### config.mk
export PLATFORM = sky130hd
export DESIGN_NAME = id_ex_stage
export DESIGN_NICKNAME = d
export VERILOG_FILES = /design/src/rtl/id_ex_pkg.sv /design/src/rtl/id_ex_stage_fwd_mux.sv /design/src/rtl/id_ex_stage.sv
export SDC_FILE = /design/constraint.sdc
export NUM_CORES = 1
export LEC_CHECK = 0
export ABC_AREA = 1
export BUFFER_PORTS_ARGS = -buffer_cell sky130_fd_sc_hd__buf_4
export CAP_MARGIN = 20
export CORE_AREA = 2 2 134 136
export DETAILED_ROUTE_END_ITERATION = 10
export DIE_AREA = 0 0 136 138
export PLACE_DENSITY = 0.73
export SYNTH_ARGS = -nofsm -noshare
export SYNTH_HDL_FRONTEND = slang
export SYNTH_HIERARCHICAL = 1
export SYNTH_SLANG_ARGS = --single-unit
### constraint.sdc
create_clock -name CLK -period 3.57 [get_ports CLK]
set_clock_uncertainty 0.05 [all_clocks]
set_input_delay 0.714 -clock CLK [delete_from_list [all_inputs] [get_ports CLK]]
set_output_delay 0.714 -clock CLK [all_outputs]
set_load 0.01 [all_outputs]
### src/rtl/id_ex_pkg.sv
// Shared types for the decode-to-execute stage: packed control bus,
// the PC register index, and the operand forwarding source selector.
package id_ex_pkg;

    localparam int unsigned CTRL_W = 13;
    localparam logic [3:0]  R15    = 4'hF;

    typedef struct packed {
        logic       RegWrite;
        logic       MemToReg;
        logic       MemWrite;
        logic       ALUSrc;
        logic [1:0] ALUControl;
        logic [1:0] FlagWrite;
        logic       Branch;
        logic [3:0] Cond;
    } ctrl_t;

    typedef enum logic [1:0] {
        FWD_RF = 2'd0,
        FWD_W  = 2'd1,
        FWD_M  = 2'd2
    } fwd_sel_t;

endpackage

### src/rtl/id_ex_stage_fwd_mux.sv
// Single-operand forwarding selector: Memory beats Writeback, and the
// PC register (all-ones address) always comes from the register file.
module fwd_mux
    import id_ex_pkg::*;
#(
    parameter int unsigned DW = 32,
    parameter int unsigned AW = 4
) (
    input  logic [AW-1:0] i_ra,
    input  logic [DW-1:0] i_rd,
    input  logic          i_we_m,
    input  logic [AW-1:0] i_wa_m,
    input  logic [DW-1:0] i_res_m,
    input  logic          i_we_w,
    input  logic [AW-1:0] i_wa_w,
    input  logic [DW-1:0] i_res_w,
    output logic [DW-1:0] o_data
);

    fwd_sel_t w_sel;

    always_comb begin
        w_sel = FWD_RF;
        if (i_ra != '1) begin
            if (i_we_m && (i_wa_m == i_ra)) begin
                w_sel = FWD_M;
            end else if (i_we_w && (i_wa_w == i_ra)) begin
                w_sel = FWD_W;
            end
        end
    end

    always_comb begin
        unique case (w_sel)
            FWD_M:   o_data = i_res_m;
            FWD_W:   o_data = i_res_w;
            default: o_data = i_rd;
        endcase
    end

endmodule

### src/rtl/id_ex_stage.sv
// Decode-to-execute pipeline register with M/W operand forwarding,
// load-use stall / redirect flush generation and saturating event counters.
module id_ex_stage
    import id_ex_pkg::*;
#(
    parameter int unsigned DW     = 32,
    parameter int unsigned AW     = 4,
    parameter int unsigned CTRL_W = id_ex_pkg::CTRL_W,
    parameter int unsigned CNT_W  = 16
) (
    input  logic              CLK,
    input  logic              RST_N,
    input  logic              ValidD,
    input  logic [AW-1:0]     RA1D,
    input  logic [AW-1:0]     RA2D,
    input  logic [AW-1:0]     WA3D,
    input  logic [DW-1:0]     RD1D,
    input  logic [DW-1:0]     RD2D,
    input  logic [DW-1:0]     ImmD,
    input  logic [CTRL_W-1:0] CtrlD,
    input  logic              RegWriteM,
    input  logic [AW-1:0]     WA3M,
    input  logic [DW-1:0]     ALUResultM,
    input  logic              RegWriteW,
    input  logic [AW-1:0]     WA3W,
    input  logic [DW-1:0]     ResultW,
    input  logic              PCSrcE,
    output logic              ValidE,
    output logic [CTRL_W-1:0] CtrlE,
    output logic [AW-1:0]     WA3E,
    output logic [DW-1:0]     ImmE,
    output logic [DW-1:0]     SrcAE,
    output logic [DW-1:0]     WriteDataE,
    output logic              StallF,
    output logic              StallD,
    output logic              FlushD,
    output logic [CNT_W-1:0]  StallCnt,
    output logic [CNT_W-1:0]  FlushCnt
);

    logic             r_valid_e;
    ctrl_t            r_ctrl_e;
    logic [AW-1:0]    r_wa3_e;
    logic [DW-1:0]    r_imm_e;
    logic [AW-1:0]    r_ra1_e;
    logic [AW-1:0]    r_ra2_e;
    logic [DW-1:0]    r_rd1_e;
    logic [DW-1:0]    r_rd2_e;
    logic [CNT_W-1:0] r_stall_cnt;
    logic [CNT_W-1:0] r_flush_cnt;

    logic w_hit1;
    logic w_hit2;
    logic w_ld_stall;
    logic w_stall;

    // A load in E whose result a valid D instruction needs; R15 reads never depend on it.
    assign w_hit1     = (RA1D != '1) && (RA1D == r_wa3_e);
    assign w_hit2     = (RA2D != '1) && (RA2D == r_wa3_e);
    assign w_ld_stall = r_valid_e && r_ctrl_e.RegWrite && r_ctrl_e.MemToReg &&
                        ValidD && (w_hit1 || w_hit2);
    assign w_stall    = w_ld_stall && !PCSrcE;

    assign StallF = w_stall;
    assign StallD = w_stall;
    assign FlushD = PCSrcE;

    always_ff @(posedge CLK or negedge RST_N) begin
        if (!RST_N) begin
            r_valid_e <= 1'b0;
            r_ctrl_e  <= '0;
            r_wa3_e   <= '0;
            r_imm_e   <= '0;
            r_ra1_e   <= '0;
            r_ra2_e   <= '0;
            r_rd1_e   <= '0;
            r_rd2_e   <= '0;
        end else begin
            r_wa3_e <= WA3D;
            r_imm_e <= ImmD;
            r_ra1_e <= RA1D;
            r_ra2_e <= RA2D;
            r_rd1_e <= RD1D;
            r_rd2_e <= RD2D;
            if (PCSrcE || w_ld_stall) begin
                r_valid_e <= 1'b0;
                r_ctrl_e  <= '0;
            end else begin
                r_valid_e <= ValidD;
                r_ctrl_e  <= ValidD ? ctrl_t'(CtrlD) : '0;
            end
        end
    end

    always_ff @(posedge CLK or negedge RST_N) begin
        if (!RST_N) begin
            r_stall_cnt <= '0;
            r_flush_cnt <= '0;
        end else begin
            if (w_stall && (r_stall_cnt != '1)) begin
                r_stall_cnt <= r_stall_cnt + CNT_W'(1);
            end
            if (PCSrcE && (r_flush_cnt != '1)) begin
                r_flush_cnt <= r_flush_cnt + CNT_W'(1);
            end
        end
    end

    fwd_mux #(
        .DW (DW),
        .AW (AW)
    ) u_fwd_a (
        .i_ra    (r_ra1_e),
        .i_rd    (r_rd1_e),
        .i_we_m  (RegWriteM),
        .i_wa_m  (WA3M),
        .i_res_m (ALUResultM),
        .i_we_w  (RegWriteW),
        .i_wa_w  (WA3W),
        .i_res_w (ResultW),
        .o_data  (SrcAE)
    );

    fwd_mux #(
        .DW (DW),
        .AW (AW)
    ) u_fwd_b (
        .i_ra    (r_ra2_e),
        .i_rd    (r_rd2_e),
        .i_we_m  (RegWriteM),
        .i_wa_m  (WA3M),
        .i_res_m (ALUResultM),
        .i_we_w  (RegWriteW),
        .i_wa_w  (WA3W),
        .i_res_w (ResultW),
        .o_data  (WriteDataE)
    );

    assign ValidE   = r_valid_e;
    assign CtrlE    = r_ctrl_e;
    assign WA3E     = r_wa3_e;
    assign ImmE     = r_imm_e;
    assign StallCnt = r_stall_cnt;
    assign FlushCnt = r_flush_cnt;

endmodule
## Yosys cells after proc, flatten, opt, wreduce, memory -nomap -nowiden

Index checks and enable logic that the tools add are counted.

| word-level totals | value |
|---|---|
| bits in registers | 154 |
| word-level logic and storage cells | 62 |
| output and inout port bits | 149 |

| cells by class | value |
|---|---|
| reduce and logical (&&, ||, !) cells | 16 |
| equal/unequal tests | 16 |
| add/subtract/negate cells | 2 |
| multiplexer cells | 11 |

Operators with widths:

| operator | count |
|---|---|
| $pmux W32 S2 | 2 |
| $add A16 B1 Y16 const B | 2 |
| $ne A16 B16 Y1 const B | 2 |
| $mux W13 | 2 |
| $eq A4 B4 Y1 | 6 |
| $ne A4 B4 Y1 const B | 4 |
| $logic_and A1 B1 Y1 | 13 |
| $mux W2 | 4 |
| $eq A2 B1 Y1 const B | 2 |
| $eq A2 B2 Y1 const B | 2 |
| $mux W1 | 3 |
| $logic_or A1 B1 Y1 | 2 |
| $logic_not A1 Y1 | 1 |

## Logic depth before layout (Yosys ltp)

Gate-level depths: netlist of run 1.

| logic depth | value |
|---|---|
| depth in word-level cells | 7 |
| mapped depth | 13 |

## Hierarchy

Netlist of run 1, hierarchy kept.

Modules (own cells, without submodules):

| module | instances | area each (µm²) | sequential area each (µm²) | cells each |
|---|---|---|---|---|
| id_ex_stage | 1 | 5,143.7 | 3,853.7 | 431 |
| fwd_mux | 2 | 1,013.5 | 0.0 | 202 |

## Worst setup path before layout of run 1

No wires, ideal clock.

| timing | value |
|---|---|
| path type | input to output |
| from | in WA3M[0] |
| to | out SrcAE[10] |
| slack | 0.832 ns |
| arrival | 1.974 ns |
| cell stages on the path | 13 |
| cell sequence | inv_1 -> nand2_1 -> nand2_1 -> nor2_2 -> inv_1 -> nor2_2 -> nor2_1 -> ha_1 -> buf_6 -> inv_4 -> buf_4 -> nor2_1 -> a21oi_1 |

| on the way | value |
|---|---|
| cells in the longest elaborated chain, start to end | 6 |
| elaborated cells between the ends (all ways) | 7 |
| classes of those cells | eq/ne (3); mux (3); reduce/logical (1) |

RTL lines:

| what | RTL line | RTL |
|---|---|---|
| from (decl) | id_ex_stage.sv:22 | `input logic [AW-1:0] WA3M,` |
| $eq A4 B4 Y1 (*) | id_ex_stage_fwd_mux.sv:25 | `if (i_we_m && (i_wa_m == i_ra)) begin` |
| $logic_and A1 B1 Y1 (*) | id_ex_stage_fwd_mux.sv:25 |  |
| $mux W2 (*) | id_ex_stage_fwd_mux.sv:25 |  |
| $mux W2 (*) | id_ex_stage_fwd_mux.sv:24 | `if (i_ra != '1) begin` |
| $eq A2 B1 Y1 or $eq A2 B2 Y1 (tied branches) | id_ex_stage_fwd_mux.sv:34 | `unique case (w_sel)` |
| $pmux W32 S2 (*) | id_ex_stage_fwd_mux.sv:34 |  |
| to (decl) | id_ex_stage.sv:32 | `output logic [DW-1:0] SrcAE,` |

Mark *: on every way between the ends. The rest lies on a longest branch, timed or not.

## Worst setup path after layout of run 1

| timing | value |
|---|---|
| from | reg r_ra2_e[1] |
| to | out WriteDataE[18] |

| on the way | value |
|---|---|
| cells in the longest elaborated chain, start to end | 7 |
| elaborated cells between the ends (all ways) | 11 |
| classes of those cells | eq/ne (5); mux (4); reduce/logical (2) |

RTL lines:

| what | RTL line | RTL |
|---|---|---|
| from (decl) | id_ex_stage.sv:46 | `logic [AW-1:0] r_ra2_e;` |
| from (signal assigned) | id_ex_stage.sv:75 | `r_ra2_e <= '0;` |
| from (signal assigned) | id_ex_stage.sv:82 | `r_ra2_e <= RA2D;` |
| $eq A4 B4 Y1 | id_ex_stage_fwd_mux.sv:27 | `end else if (i_we_w && (i_wa_w == i_ra)) begin` |
| $logic_and A1 B1 Y1 | id_ex_stage_fwd_mux.sv:27 |  |
| $mux W1 | id_ex_stage_fwd_mux.sv:27 |  |
| $mux W2 | id_ex_stage_fwd_mux.sv:25 |  |
| $mux W2 (*) | id_ex_stage_fwd_mux.sv:24 |  |
| $eq A2 B1 Y1 or $eq A2 B2 Y1 (tied branches) | id_ex_stage_fwd_mux.sv:34 |  |
| $pmux W32 S2 (*) | id_ex_stage_fwd_mux.sv:34 |  |
| to (decl) | id_ex_stage.sv:33 | `output logic [DW-1:0] WriteDataE,` |

Marked as above.

==> impl_table.tex, run 1 <==
\begin{tabular}{lr}
\hline
Metric & Value \\
\hline
\multicolumn{2}{l}{\textbf{Timing}} \\
Final slew viol count & 0 \\
Number of failing setup endpoints in the final timing report & 0 \\
Setup Total Neg Slack & 0 ns \\
Shortest period the worst path allows & 3.36 ns \\
Final worst-path cycle share & 0.941 \\
Fmax achieved & 0.298 GHz \\
Count of endpoints failing hold in the final timing report & 0 \\
Unrepaired setup endpoints after global routing & false \\
Max transition margin & 0.627 \\
Slew at the pin closest to its max-slew limit & 0.560 ns \\
\multicolumn{2}{l}{\textbf{Final layout}} \\
Final cell count without fillers & 1,422 \\
Fillers & 1,568 \\
ANT cells & 0 \\
Area overhead of the layout relative to synthesis & 47.4\% \\
Number of nets in the finished design & 1,385 \\
Most frequent standard cell in the layout excluding fill and tap cells & buf\_4 \\
Fraction of layout instances using a drive strength above 1 & 0.392 \\
Most frequent cells in the layout & buf\_4, nand2\_1, dfrtp\_1, nor2\_1, a21oi\_1 \\
\multicolumn{2}{l}{\textbf{Detailed routing}} \\
Total routed wirelength & 24,000 um \\
Initial drt markers & 371 \\
Via count of the routed design & 6,917 \\
Number of remaining DRC errors & 0 \\
Avg Vias per Cell & 4.86 \\
Antenna violation net count after detailed routing & 0 \\
Routed length per placed instance & 16.9 um \\
Drt pass-1 iters & 4 \\
\multicolumn{2}{l}{\textbf{Floorplanning}} \\
Width of the die & 136 um \\
Core region area & 0.0175 sq mm \\
Number of I/O pins & 348 \\
Die span in y & 138 um \\
Initial Util & 0.409 \\
Die outline area & 0.0188 sq mm \\
Placement row count & 49 \\
\multicolumn{2}{l}{\textbf{Clocking}} \\
Number of gates resized after cts & 0 \\
Hold Buf Count CTS & 0 \\
Post-CTS setup buffer count & 0 \\
Worst-Skew Late Latency & 0.43 ns \\
Buffer depth of the longest clock path & 2 \\
Clock tree sinks & 154 \\
CTS buffer count & 17 \\
H-tree levels & 4 \\
Root cell of the clock tree & clkbuf\_16 \\
Register clock-pin slew on the reported worst setup and hold paths & 0.07 ns \\
CTS tree & done \\
\multicolumn{2}{l}{\textbf{Synth}} \\
Sequential cell area fraction in the yosys report & 0.537 \\
Share of flip-flops with an asynchronous set or reset & 1.00 \\
Number of distinct library cells after synthesis & 28 \\
Ys flop type & dfrtp\_1 \\
Post-synthesis instance total & 835 \\
Number of register bits inferred by synthesis & 154 \\
Summed instance area of the synthesized netlist & 0.00717 sq mm \\
Mean instance size in the synthesized netlist & 8.59 sq um \\
Syn\_nets & 1,040 \\
Warnings, synthesis & 6 \\
Number of synthesized flops with an enable pin & 0 \\
\multicolumn{2}{l}{\textbf{Status}} \\
Outcome & complete, no violations \\
\multicolumn{2}{l}{\textbf{GRT}} \\
Global router's overall resource usage & 0.251 \\
Antenna violations before repair & 0 \\
Overflow after GRT & 0 \\
Wire length of the first global-routing pass & 36,100 um \\
Maximum number of pins on one net before global-route repair & 70 \\
Vias in the first global route & 6,783 \\
\multicolumn{2}{l}{\textbf{Critical path}} \\
Critical path class & flip-flop to output port \\
Data arrival at the endpoint of the critical path & 2.59 ns \\
Required time at the worst-slack endpoint & 2.81 ns \\
Critical path peak fanout & 32 \\
Startpoint kind of the worst setup timing path & flip-flop \\
Type of element capturing the critical path & output port \\
\multicolumn{2}{l}{\textbf{Pwr}} \\
Power per cell area & 440 mW/mm\^{}2 \\
Worst voltage drop across the vdd grid & 0.000337 V \\
Overall power after layout & 4.65 mW \\
LEAKAGE & 5.40 nW \\
\multicolumn{2}{l}{\textbf{Flow run}} \\
Number of max-capacitance violations reported & 0 \\
\multicolumn{2}{l}{\textbf{Placed design}} \\
Number of port buffers & 347 \\
Detailed-placement wirelength estimate & 18,000 um \\
Post-Place Cells & 1,390 \\
RD Place Congestion & 0.901 \\
\multicolumn{2}{l}{\textbf{Worst hold path}} \\
Min-delay worst type & input port to asynchronous set/reset pin \\
\hline
\end{tabular}
-- per-stage QoR --
| step | setup WS (ns) | utilization | area [sq um] | hold slack, ns |
|---|---|---|---|---|
| 2_1_floorplan | 0.832 | - | 7170 | 0.368 |
| 3_3_place_gp | 0.308 | 0.568 | 9960 | 0.466 |
| 3_5_place_dp | 0.297 | 0.568 | 9960 | 0.468 |
| 4_1_cts | 0.237 | 0.603 | 10600 | 0.212 |
| 5_1_grt | 0.0538 | 0.603 | 10600 | 0.224 |
| 6_report | 0.212 | 0.603 | 10600 | 0.201 |
-- power by group --
part | total [mW] | leakage [nW] | switching, mW | internal (mW)
Sequential | 1.93 | 1.86 | 0.0802 | 1.85
Clock | 1.88 | 0.295 | 0.793 | 1.09
Combinational | 0.844 | 3.25 | 0.423 | 0.421
Total | 4.65 | 5.40 | 1.30 | 3.36
-- flip-flops by register name (all words and copies together), names as in the netlist --
register	count
ImmE	32
FlushCnt	16
ValidE	1
r_rd1_e	32
CtrlE	13
r_rd2_e	32
r_ra1_e	4
r_ra2_e	4
StallCnt	16
WA3E	4
-- cells by family (layout without fill, tap and decap cells) --
| family | after synthesis | count (layout) | synth area share |
|---|---|---|---|
| AO/OA/AOI/OAI | 134 | 134 | 0.114 |
| XOR/XNOR | 24 | 24 | 0.0293 |
| adder cells (fa/ha/maj) | 6 | 6 | 0.0105 |
| buffers and inverters | 103 | 461 | 0.0710 |
| flip-flops | 154 | 154 | 0.537 |
| AND/OR/NAND/NOR | 414 | 414 | 0.237 |
-- routing by layer --
layer	GRT usage	part of all wire	routed length, um	vias up
li1	-	-	-	3300
met1	0.294	0.38	9050	3259
met2	0.426	0.49	11900	310
met3	0.0770	0.094	2240	48
met4	0.103	0.034	816	0
met5	0	0	0	-
-- final cells by class --
cell class              instances  area (sq um)  area share
flip-flops and latches        154          3850       0.365
multi-input cells             578          2810       0.266
clock inverters                13           155      0.0147
well taps                     229           287      0.0271
clock buffers                  19           453      0.0429
inverters                      71           272      0.0257
repair buffers                358          2740       0.259
-- path summary, 6_finish.rpt --
check / cells past startpoint / slack, ns / endpoint / from
max reg2reg: 8 / 1.74 / StallCnt[6] / StallCnt[0]
min: 1 / 0.20 / r_rd1_e[5] / RST_N
max: 11 / 0.21 / WriteDataE[18] / r_ra2_e[1]
min reg2reg: 1 / 0.49 / FlushCnt[6] / FlushCnt[6]
max in group asynchronous: 2 / 2.54 / CtrlE[0] / RST_N
min in group CLK: 1 / 0.33 / WA3E[2] / WA3D[2]
-- Yosys cell counts, types with 2 or more instances --
master,number,share of area
nor2_4,3,0.0047
nor3_1,8,0.0056
nand4_1,8,0.0070
a21oi_2,40,0.049
inv_4,2,0.0017
nand2_2,6,0.0052
xnor2_1,12,0.015
inv_1,56,0.029
nor2_1,120,0.063
nand2_1,235,0.12
dfrtp_1,154,0.54
inv_2,12,0.0063
buf_6,9,0.014
buf_2,13,0.0091
a21oi_1,90,0.063
nand3_1,17,0.012
nand3b_1,2,0.0021
o21ai_0,4,0.0028
buf_4,9,0.0094
xor2_1,12,0.015
nor2_2,11,0.0096
ha_1,6,0.010
-- critical path, cell delays in order, from the launching register on --
cell and delay [ns]:
dfrtp_1 0.42, nand2_1 0.09, nand2_1 0.06, nor2_2 0.10, inv_1 0.06, nor2_2 0.12
nor2_1 0.05, ha_1 0.35, inv_4 0.31, nor2_1 0.11, a21oi_1 0.28, buf_4 0.19
No activity file was read; power rests on OpenSTA's default activity.
==> run 2, diff against run 1 <==
--- a/config.mk
+++ b/config.mk
@@ -12,6 +12,7 @@
 export DETAILED_ROUTE_END_ITERATION = 10
 export DIE_AREA = 0 0 136 138
 export PLACE_DENSITY = 0.73
+export REMOVE_ABC_BUFFERS = 1
 export SYNTH_ARGS = -nofsm -noshare
 export SYNTH_HDL_FRONTEND = slang
 export SYNTH_HIERARCHICAL = 1
==> run 2 against run 1 <==
Compared with the run above:
- sequential power about the same
- die area is the same
- core utilization up 0.14 points
- clock power fell by 4%
- final area up 0.24%
- first-iteration DRC count increased by 19%
- count of clock-buffer cells in the layout rose by 1
==> impl_table.tex, run 2 (same netlist as run 1, synthesis figures left out) <==
\begin{tabular}{lr}
\hline
Metric & Value \\
\hline
\multicolumn{2}{l}{\textbf{Pwr}} \\
Relative contribution of sequential cells to total power & 0.420 \\
Clock network fraction of total power & 0.395 \\
Combinational group share of total power & 0.185 \\
Worst voltage drop across the vdd grid & 0.000451 V \\
Switching part of the total & 0.271 \\
Internal power consumption & 3.35 mW \\
Power per cell area & 434 mW/mm\^{}2 \\
LEAKAGE & 5.41 nW \\
Net Switching & 1.24 mW \\
\multicolumn{2}{l}{\textbf{Critical path}} \\
Number of logic stages on the critical path including buffering & 12 \\
Crit path buf inv count & 4 \\
Cell family with most CP delay & buffers and inverters \\
Startpoint of the worst register-to-register path & StallCnt[0] \\
Max stage delay on crit path & 0.44 ns \\
Cell-by-cell trace of the critical path & nand2\_1 > nand2\_1 > nor2\_2 > inv\_1 > nor2\_2 > nor2\_1 > ha\_1 > inv\_4 > buf\_12 > nor2\_1 > a21oi\_1 > buf\_4 \\
Depth of the most critical reg-to-reg path & 7 \\
Startpoint kind of the worst setup timing path & flip-flop \\
Critical path class & flip-flop to output port \\
Required time at the worst-slack endpoint & 2.81 ns \\
Cell at the slowest stage of the critical path & dfrtp\_1 \\
Reg-to-reg slack, setup & 1.67 ns \\
Data arrival at the endpoint of the critical path & 2.55 ns \\
Type of element capturing the critical path & output port \\
Setup crit start & r\_ra2\_e[1] \\
Reg2reg end & StallCnt[9] \\
Critical path peak fanout & 17 \\
Critical path capture point & WriteDataE[26] \\
\multicolumn{2}{l}{\textbf{Clocking}} \\
CTS buffer count & 17 \\
Post-CTS setup buffer count & 0 \\
Buffer depth of the longest clock path & 2 \\
Clock tree sinks & 154 \\
Number of gates resized after cts & 0 \\
Worst-Skew Late Latency & 0.42 ns \\
H-tree levels & 4 \\
Root cell of the clock tree & clkbuf\_16 \\
Hold Buf Count CTS & 0 \\
Register clock-pin slew on the reported worst setup and hold paths & 0.06 ns \\
CTS tree & done \\
\multicolumn{2}{l}{\textbf{GRT}} \\
Vias in the first global route & 6,950 \\
Antenna violations before repair & 0 \\
Maximum number of pins on one net before global-route repair & 75 \\
Overflow after GRT & 0 \\
Global router's overall resource usage & 0.261 \\
Wire length of the first global-routing pass & 37,600 um \\
\multicolumn{2}{l}{\textbf{Floorplanning}} \\
Initial Util & 0.409 \\
Die outline area & 0.0188 sq mm \\
Number of I/O pins & 348 \\
Core region area & 0.0175 sq mm \\
Placement row count & 49 \\
Width of the die & 136 um \\
Die span in y & 138 um \\
\multicolumn{2}{l}{\textbf{Timing}} \\
Slack of the critical path & 0.258 ns \\
Setup Total Neg Slack & 0 ns \\
Final worst-path cycle share & 0.928 \\
Unrepaired setup endpoints after global routing & false \\
Final slew viol count & 0 \\
Fmax achieved & 0.302 GHz \\
Max transition margin & 0.507 \\
Slew at the pin closest to its max-slew limit & 0.740 ns \\
Number of failing setup endpoints in the final timing report & 0 \\
Shortest period the worst path allows & 3.31 ns \\
Count of endpoints failing hold in the final timing report & 0 \\
\multicolumn{2}{l}{\textbf{Worst hold path}} \\
Min-delay worst type & input port to asynchronous set/reset pin \\
\multicolumn{2}{l}{\textbf{Final layout}} \\
Fraction of layout instances using a drive strength above 1 & 0.392 \\
Number of nets in the finished design & 1,387 \\
Most frequent standard cell in the layout excluding fill and tap cells & buf\_4 \\
Most frequent cells in the layout & buf\_4, nand2\_1, dfrtp\_1, nor2\_1, a21oi\_1 \\
ANT cells & 0 \\
Area overhead of the layout relative to synthesis & 47.7\% \\
End-of-flow core utilization & 0.604 \\
\multicolumn{2}{l}{\textbf{Detailed routing}} \\
Number of remaining DRC errors & 0 \\
Initial drt markers & 443 \\
Via count of the routed design & 7,077 \\
Total routed wirelength & 24,700 um \\
Avg Vias per Cell & 4.97 \\
Drt pass-1 iters & 5 \\
Antenna violation net count after detailed routing & 0 \\
Routed length per placed instance & 17.3 um \\
\multicolumn{2}{l}{\textbf{Placed design}} \\
Worst setup slack before clock tree synthesis & 0.322 ns \\
Number of port buffers & 347 \\
Detailed-placement wirelength estimate & 18,300 um \\
RD Place Congestion & 0.875 \\
\multicolumn{2}{l}{\textbf{Flow run}} \\
Number of max-capacitance violations reported & 0 \\
\multicolumn{2}{l}{\textbf{Status}} \\
Outcome & complete, no violations \\
\hline
\end{tabular}
-- run 2: cell count changes in the layout (fill, tap and decap cells not counted) --
cell,before,now
buf_12,4,6
clkbuf_1,0,1
inv_6,5,3
inv_8,2,0
clkinv_4,1,4
clkinv_2,1,0
-- run 2: layout make-up --
type | instances | area (sq um)
Tap cell | 229 | 287
Clock buffer | 20 | 457
Fill cell | 1545 | 6940
Sequential cell | 154 | 3850
Timing Repair Buffer | 360 | 2780
Clock inverter | 11 | 136
Multi-Input combinational cell | 578 | 2810
Inverter | 71 | 272
-- run 2: worst min-delay path by stage --
stage / to / slack (ns)
after floorplan: CtrlE[0] / 0.37
after global placement: FlushCnt[10] / 0.46
after detailed placement: FlushCnt[6] / 0.46
after CTS: r_rd1_e[10] / 0.28
after global routing: r_rd1_e[10] / 0.30
final: r_rd1_e[10] / 0.25
-- run 2: power groups by stage --
stage	registers [mW]	logic (mW)	clock network (mW)
2_1_floorplan	1.97	0.286	0
3_3_place_gp	1.96	0.841	0
3_5_place_dp	1.96	0.852	0
4_1_cts	1.93	0.855	1.86
5_1_grt	1.94	0.921	1.93
6_report	1.93	0.851	1.81
-- run 2: layer usage --
metal / vias up / global-route usage / wire length [um]
met5: - / 0 / 0
met4: 0 / 0.0959 / 724
met3: 47 / 0.0953 / 2670
met2: 363 / 0.427 / 12100
met1: 3356 / 0.313 / 9190
li1: 3311 / - / -
-- run 2: through the flow --
step / area [sq um] / hold slack (ns) / total power, mW / cells
final: 10600 / 0.247 / 4.59 / 1423
after global placement: 10000 / 0.463 / 2.80 / 1392
after floorplan: 6930 / 0.368 / 2.26 / 803
after detailed placement: 10000 / 0.458 / 2.81 / 1392
after CTS: 10600 / 0.278 / 4.64 / 1423
after global routing: 10600 / 0.304 / 4.79 / 1423
==> run 3, diff against run 2 <==
--- a/config.mk
+++ b/config.mk
@@ -8,10 +8,11 @@
 export ABC_AREA = 1
 export BUFFER_PORTS_ARGS = -buffer_cell sky130_fd_sc_hd__buf_4
 export CAP_MARGIN = 20
-export CORE_AREA = 2 2 134 136
+export CORE_ASPECT_RATIO = 0.8
+export CORE_MARGIN = 2
+export CORE_UTILIZATION = 42
 export DETAILED_ROUTE_END_ITERATION = 10
-export DIE_AREA = 0 0 136 138
-export PLACE_DENSITY = 0.73
+export PLACE_DENSITY = 0.77
 export REMOVE_ABC_BUFFERS = 1
 export SYNTH_ARGS = -nofsm -noshare
 export SYNTH_HDL_FRONTEND = slang
==> constraint.sdc (replaced) <==
create_clock -name CLK -period 3 [get_ports CLK]
set_clock_uncertainty 0.05 [all_clocks]
set_input_delay 0.6 -clock CLK [delete_from_list [all_inputs] [get_ports CLK]]
set_output_delay 0.6 -clock CLK [all_outputs]
set_load 0.01 [all_outputs]
==> run 3 against run 2 <==
Compared with the run above:
- the run now ends with setup timing left
- routed wire length is 9.7% higher
- flip-flop and latch count stayed put
- largest cell class unchanged
- clock power is 20% higher
- register-to-register slack worse by 0.58 ns
- non-clock buffer count is 24 higher
- combinational power is 39% higher
- final cell count is 1.1% higher
- die area is 3.3% lower
- critical path depth is 1 higher
- critical path type unchanged
- sequential power is 20% higher
- via count is 4.9% higher
==> impl_table.tex, run 3 (same netlist as run 1, synthesis figures left out) <==
\begin{tabular}{lr}
\hline
Metric & Value \\
\hline
\multicolumn{2}{l}{\textbf{Timing}} \\
Number of failing setup endpoints in the final timing report & 47 \\
Slack of the critical path & -0.137 ns \\
Final slew viol count & 0 \\
Fmax achieved & 0.319 GHz \\
Final worst-path cycle share & 1.05 \\
Unrepaired setup endpoints after global routing & true \\
Max transition margin & 0.588 \\
Setup Total Neg Slack & -2.84 ns \\
Shortest period the worst path allows & 3.14 ns \\
Slew at the pin closest to its max-slew limit & 0.617 ns \\
Count of endpoints failing hold in the final timing report & 0 \\
\multicolumn{2}{l}{\textbf{Detailed routing}} \\
Antenna violation net count after detailed routing & 0 \\
Drt pass-1 iters & 7 \\
Total routed wirelength & 27,100 um \\
Avg Vias per Cell & 5.16 \\
Via count of the routed design & 7,422 \\
Routed length per placed instance & 18.8 um \\
Initial drt markers & 579 \\
Number of remaining DRC errors & 0 \\
\multicolumn{2}{l}{\textbf{Critical path}} \\
Max stage delay on crit path & 0.44 ns \\
Cell-by-cell trace of the critical path & inv\_2 > nand2\_1 > nand2\_1 > inv\_1 > nand3\_2 > nor2\_4 > nand2\_2 > ha\_4 > buf\_6 > buf\_12 > a21oi\_1 > a21oi\_1 > buf\_4 \\
Required time at the worst-slack endpoint & 2.35 ns \\
Type of element capturing the critical path & output port \\
Cell at the slowest stage of the critical path & dfrtp\_1 \\
Critical path class & flip-flop to output port \\
Startpoint of the worst register-to-register path & StallCnt[0] \\
Startpoint kind of the worst setup timing path & flip-flop \\
Data arrival at the endpoint of the critical path & 2.49 ns \\
Critical path peak fanout & 12 \\
Setup crit start & r\_ra2\_e[1] \\
\multicolumn{2}{l}{\textbf{Pwr}} \\
Power per cell area & 489 mW/mm\^{}2 \\
LEAKAGE & 5.71 nW \\
Combinational group share of total power & 0.209 \\
Internal power consumption & 4.00 mW \\
Switching part of the total & 0.295 \\
Relative contribution of sequential cells to total power & 0.408 \\
Net Switching & 1.67 mW \\
Overall power after layout & 5.67 mW \\
Worst voltage drop across the vdd grid & 0.000361 V \\
Clock network fraction of total power & 0.384 \\
\multicolumn{2}{l}{\textbf{Floorplanning}} \\
Placement row count & 42 \\
Die span in y & 121 um \\
Initial Util & 0.432 \\
Die outline area & 0.0181 sq mm \\
Core region area & 0.0166 sq mm \\
Number of I/O pins & 348 \\
Width of the die & 150 um \\
\multicolumn{2}{l}{\textbf{Final layout}} \\
Most frequent cells in the layout & buf\_4, nand2\_1, dfrtp\_1, nor2\_1, a21oi\_1 \\
End-of-flow core utilization & 0.697 \\
Fillers & 1,227 \\
Number of nets in the finished design & 1,411 \\
Area overhead of the layout relative to synthesis & 61.5\% \\
Fraction of layout instances using a drive strength above 1 & 0.490 \\
Register Area & 0.00386 sq mm \\
Final cell count without fillers & 1,439 \\
Area of the multi-input gates & 0.00334 sq mm \\
Most frequent standard cell in the layout excluding fill and tap cells & buf\_4 \\
Final std cell area, no fill & 0.0116 sq mm \\
ANT cells & 0 \\
\multicolumn{2}{l}{\textbf{Placed design}} \\
Post-Place Cells & 1,391 \\
RD Place Congestion & 0.911 \\
Detailed-placement wirelength estimate & 18,700 um \\
Number of port buffers & 347 \\
DP Area & 0.0101 sq mm \\
\multicolumn{2}{l}{\textbf{Status}} \\
Violations in the final reports & setup timing \\
Outcome & complete, but fails checks \\
\multicolumn{2}{l}{\textbf{Worst hold path}} \\
Min-delay worst type & input port to asynchronous set/reset pin \\
\multicolumn{2}{l}{\textbf{GRT}} \\
Overflow after GRT & 0 \\
Vias in the first global route & 6,807 \\
Global router's overall resource usage & 0.270 \\
Antenna violations before repair & 0 \\
Wire length of the first global-routing pass & 37,000 um \\
Maximum number of pins on one net before global-route repair & 58 \\
\multicolumn{2}{l}{\textbf{Clocking}} \\
CTS tree & done \\
Register clock-pin slew on the reported worst setup and hold paths & 0.07 ns \\
H-tree levels & 4 \\
Buffer depth of the longest clock path & 2 \\
Hold Buf Count CTS & 0 \\
Worst-Skew Late Latency & 0.43 ns \\
Clock tree sinks & 154 \\
CTS buffer count & 17 \\
Root cell of the clock tree & clkbuf\_16 \\
\multicolumn{2}{l}{\textbf{Flow run}} \\
Number of max-capacitance violations reported & 0 \\
\hline
\end{tabular}
run 3: metal layers:
metal  vias to the layer above  global-route usage  share of wire
met5                         -                   0              0
met4                         0               0.111          0.038
met1                      3548               0.348           0.38
met3                        75              0.0940           0.11
li1                       3372                   -              -
met2                       427               0.417           0.48
run 3: path summary, 6_finish.rpt:
check / cells past startpoint / end / slack [ns]
max reg2reg: 7 / StallCnt[2] / 1.09
max in group asynchronous: 2 / r_ra2_e[3] / 2.16
min reg2reg: 1 / FlushCnt[5] / 0.49
min: 1 / CtrlE[6] / 0.06
max: 13 / WriteDataE[20] / -0.14
min in group CLK: 1 / ImmE[30] / 0.23
run 3: final cells by class:
cell class	instances	share of cell area
clock buffer	17	0.0367
clock inverter	15	0.0145
inverter	71	0.0252
multi-input combinational	578	0.288
sequential	154	0.333
tap	220	0.0238
timing repair buffer	384	0.279
run 3: per-stage QoR:
stage	hold slack, ns	worst slack (ns)
after floorplan	0.254	-0.0514
after global placement	0.464	-0.00594
after detailed placement	0.473	-0.0661
after CTS	0.0595	-0.0456
after global routing	0.0802	-0.177
final	0.0551	-0.137
run 3: power groups by stage:
stage               sequential, mW  combinational (mW)  clock, mW
floorplan                     2.34               0.340          0
global placement              2.33                1.02          0
detailed placement            2.33                1.03          0
CTS                           2.29                1.05       2.22
global route                  2.33                1.26       2.32
finish                        2.31                1.18       2.17
run 3: worst max-delay path, delay by kind of cell, from the launching register on:
family	cells	cell delay [ns]
adders and majority gates	1	0.36
and+or+nand+nor	5	0.48
AOI/OAI and AO/OA	2	0.23
buffers and inverters	5	0.55
DFF	1	0.44
run 3: what timing repair did:
action | CTS | global route
endpoints found under the setup margin | 61 | 64
cloned | 0 | 7
gates resized for setup | 17 | 162
pin swaps | 1 | 22
buffers inserted | 2 | 9
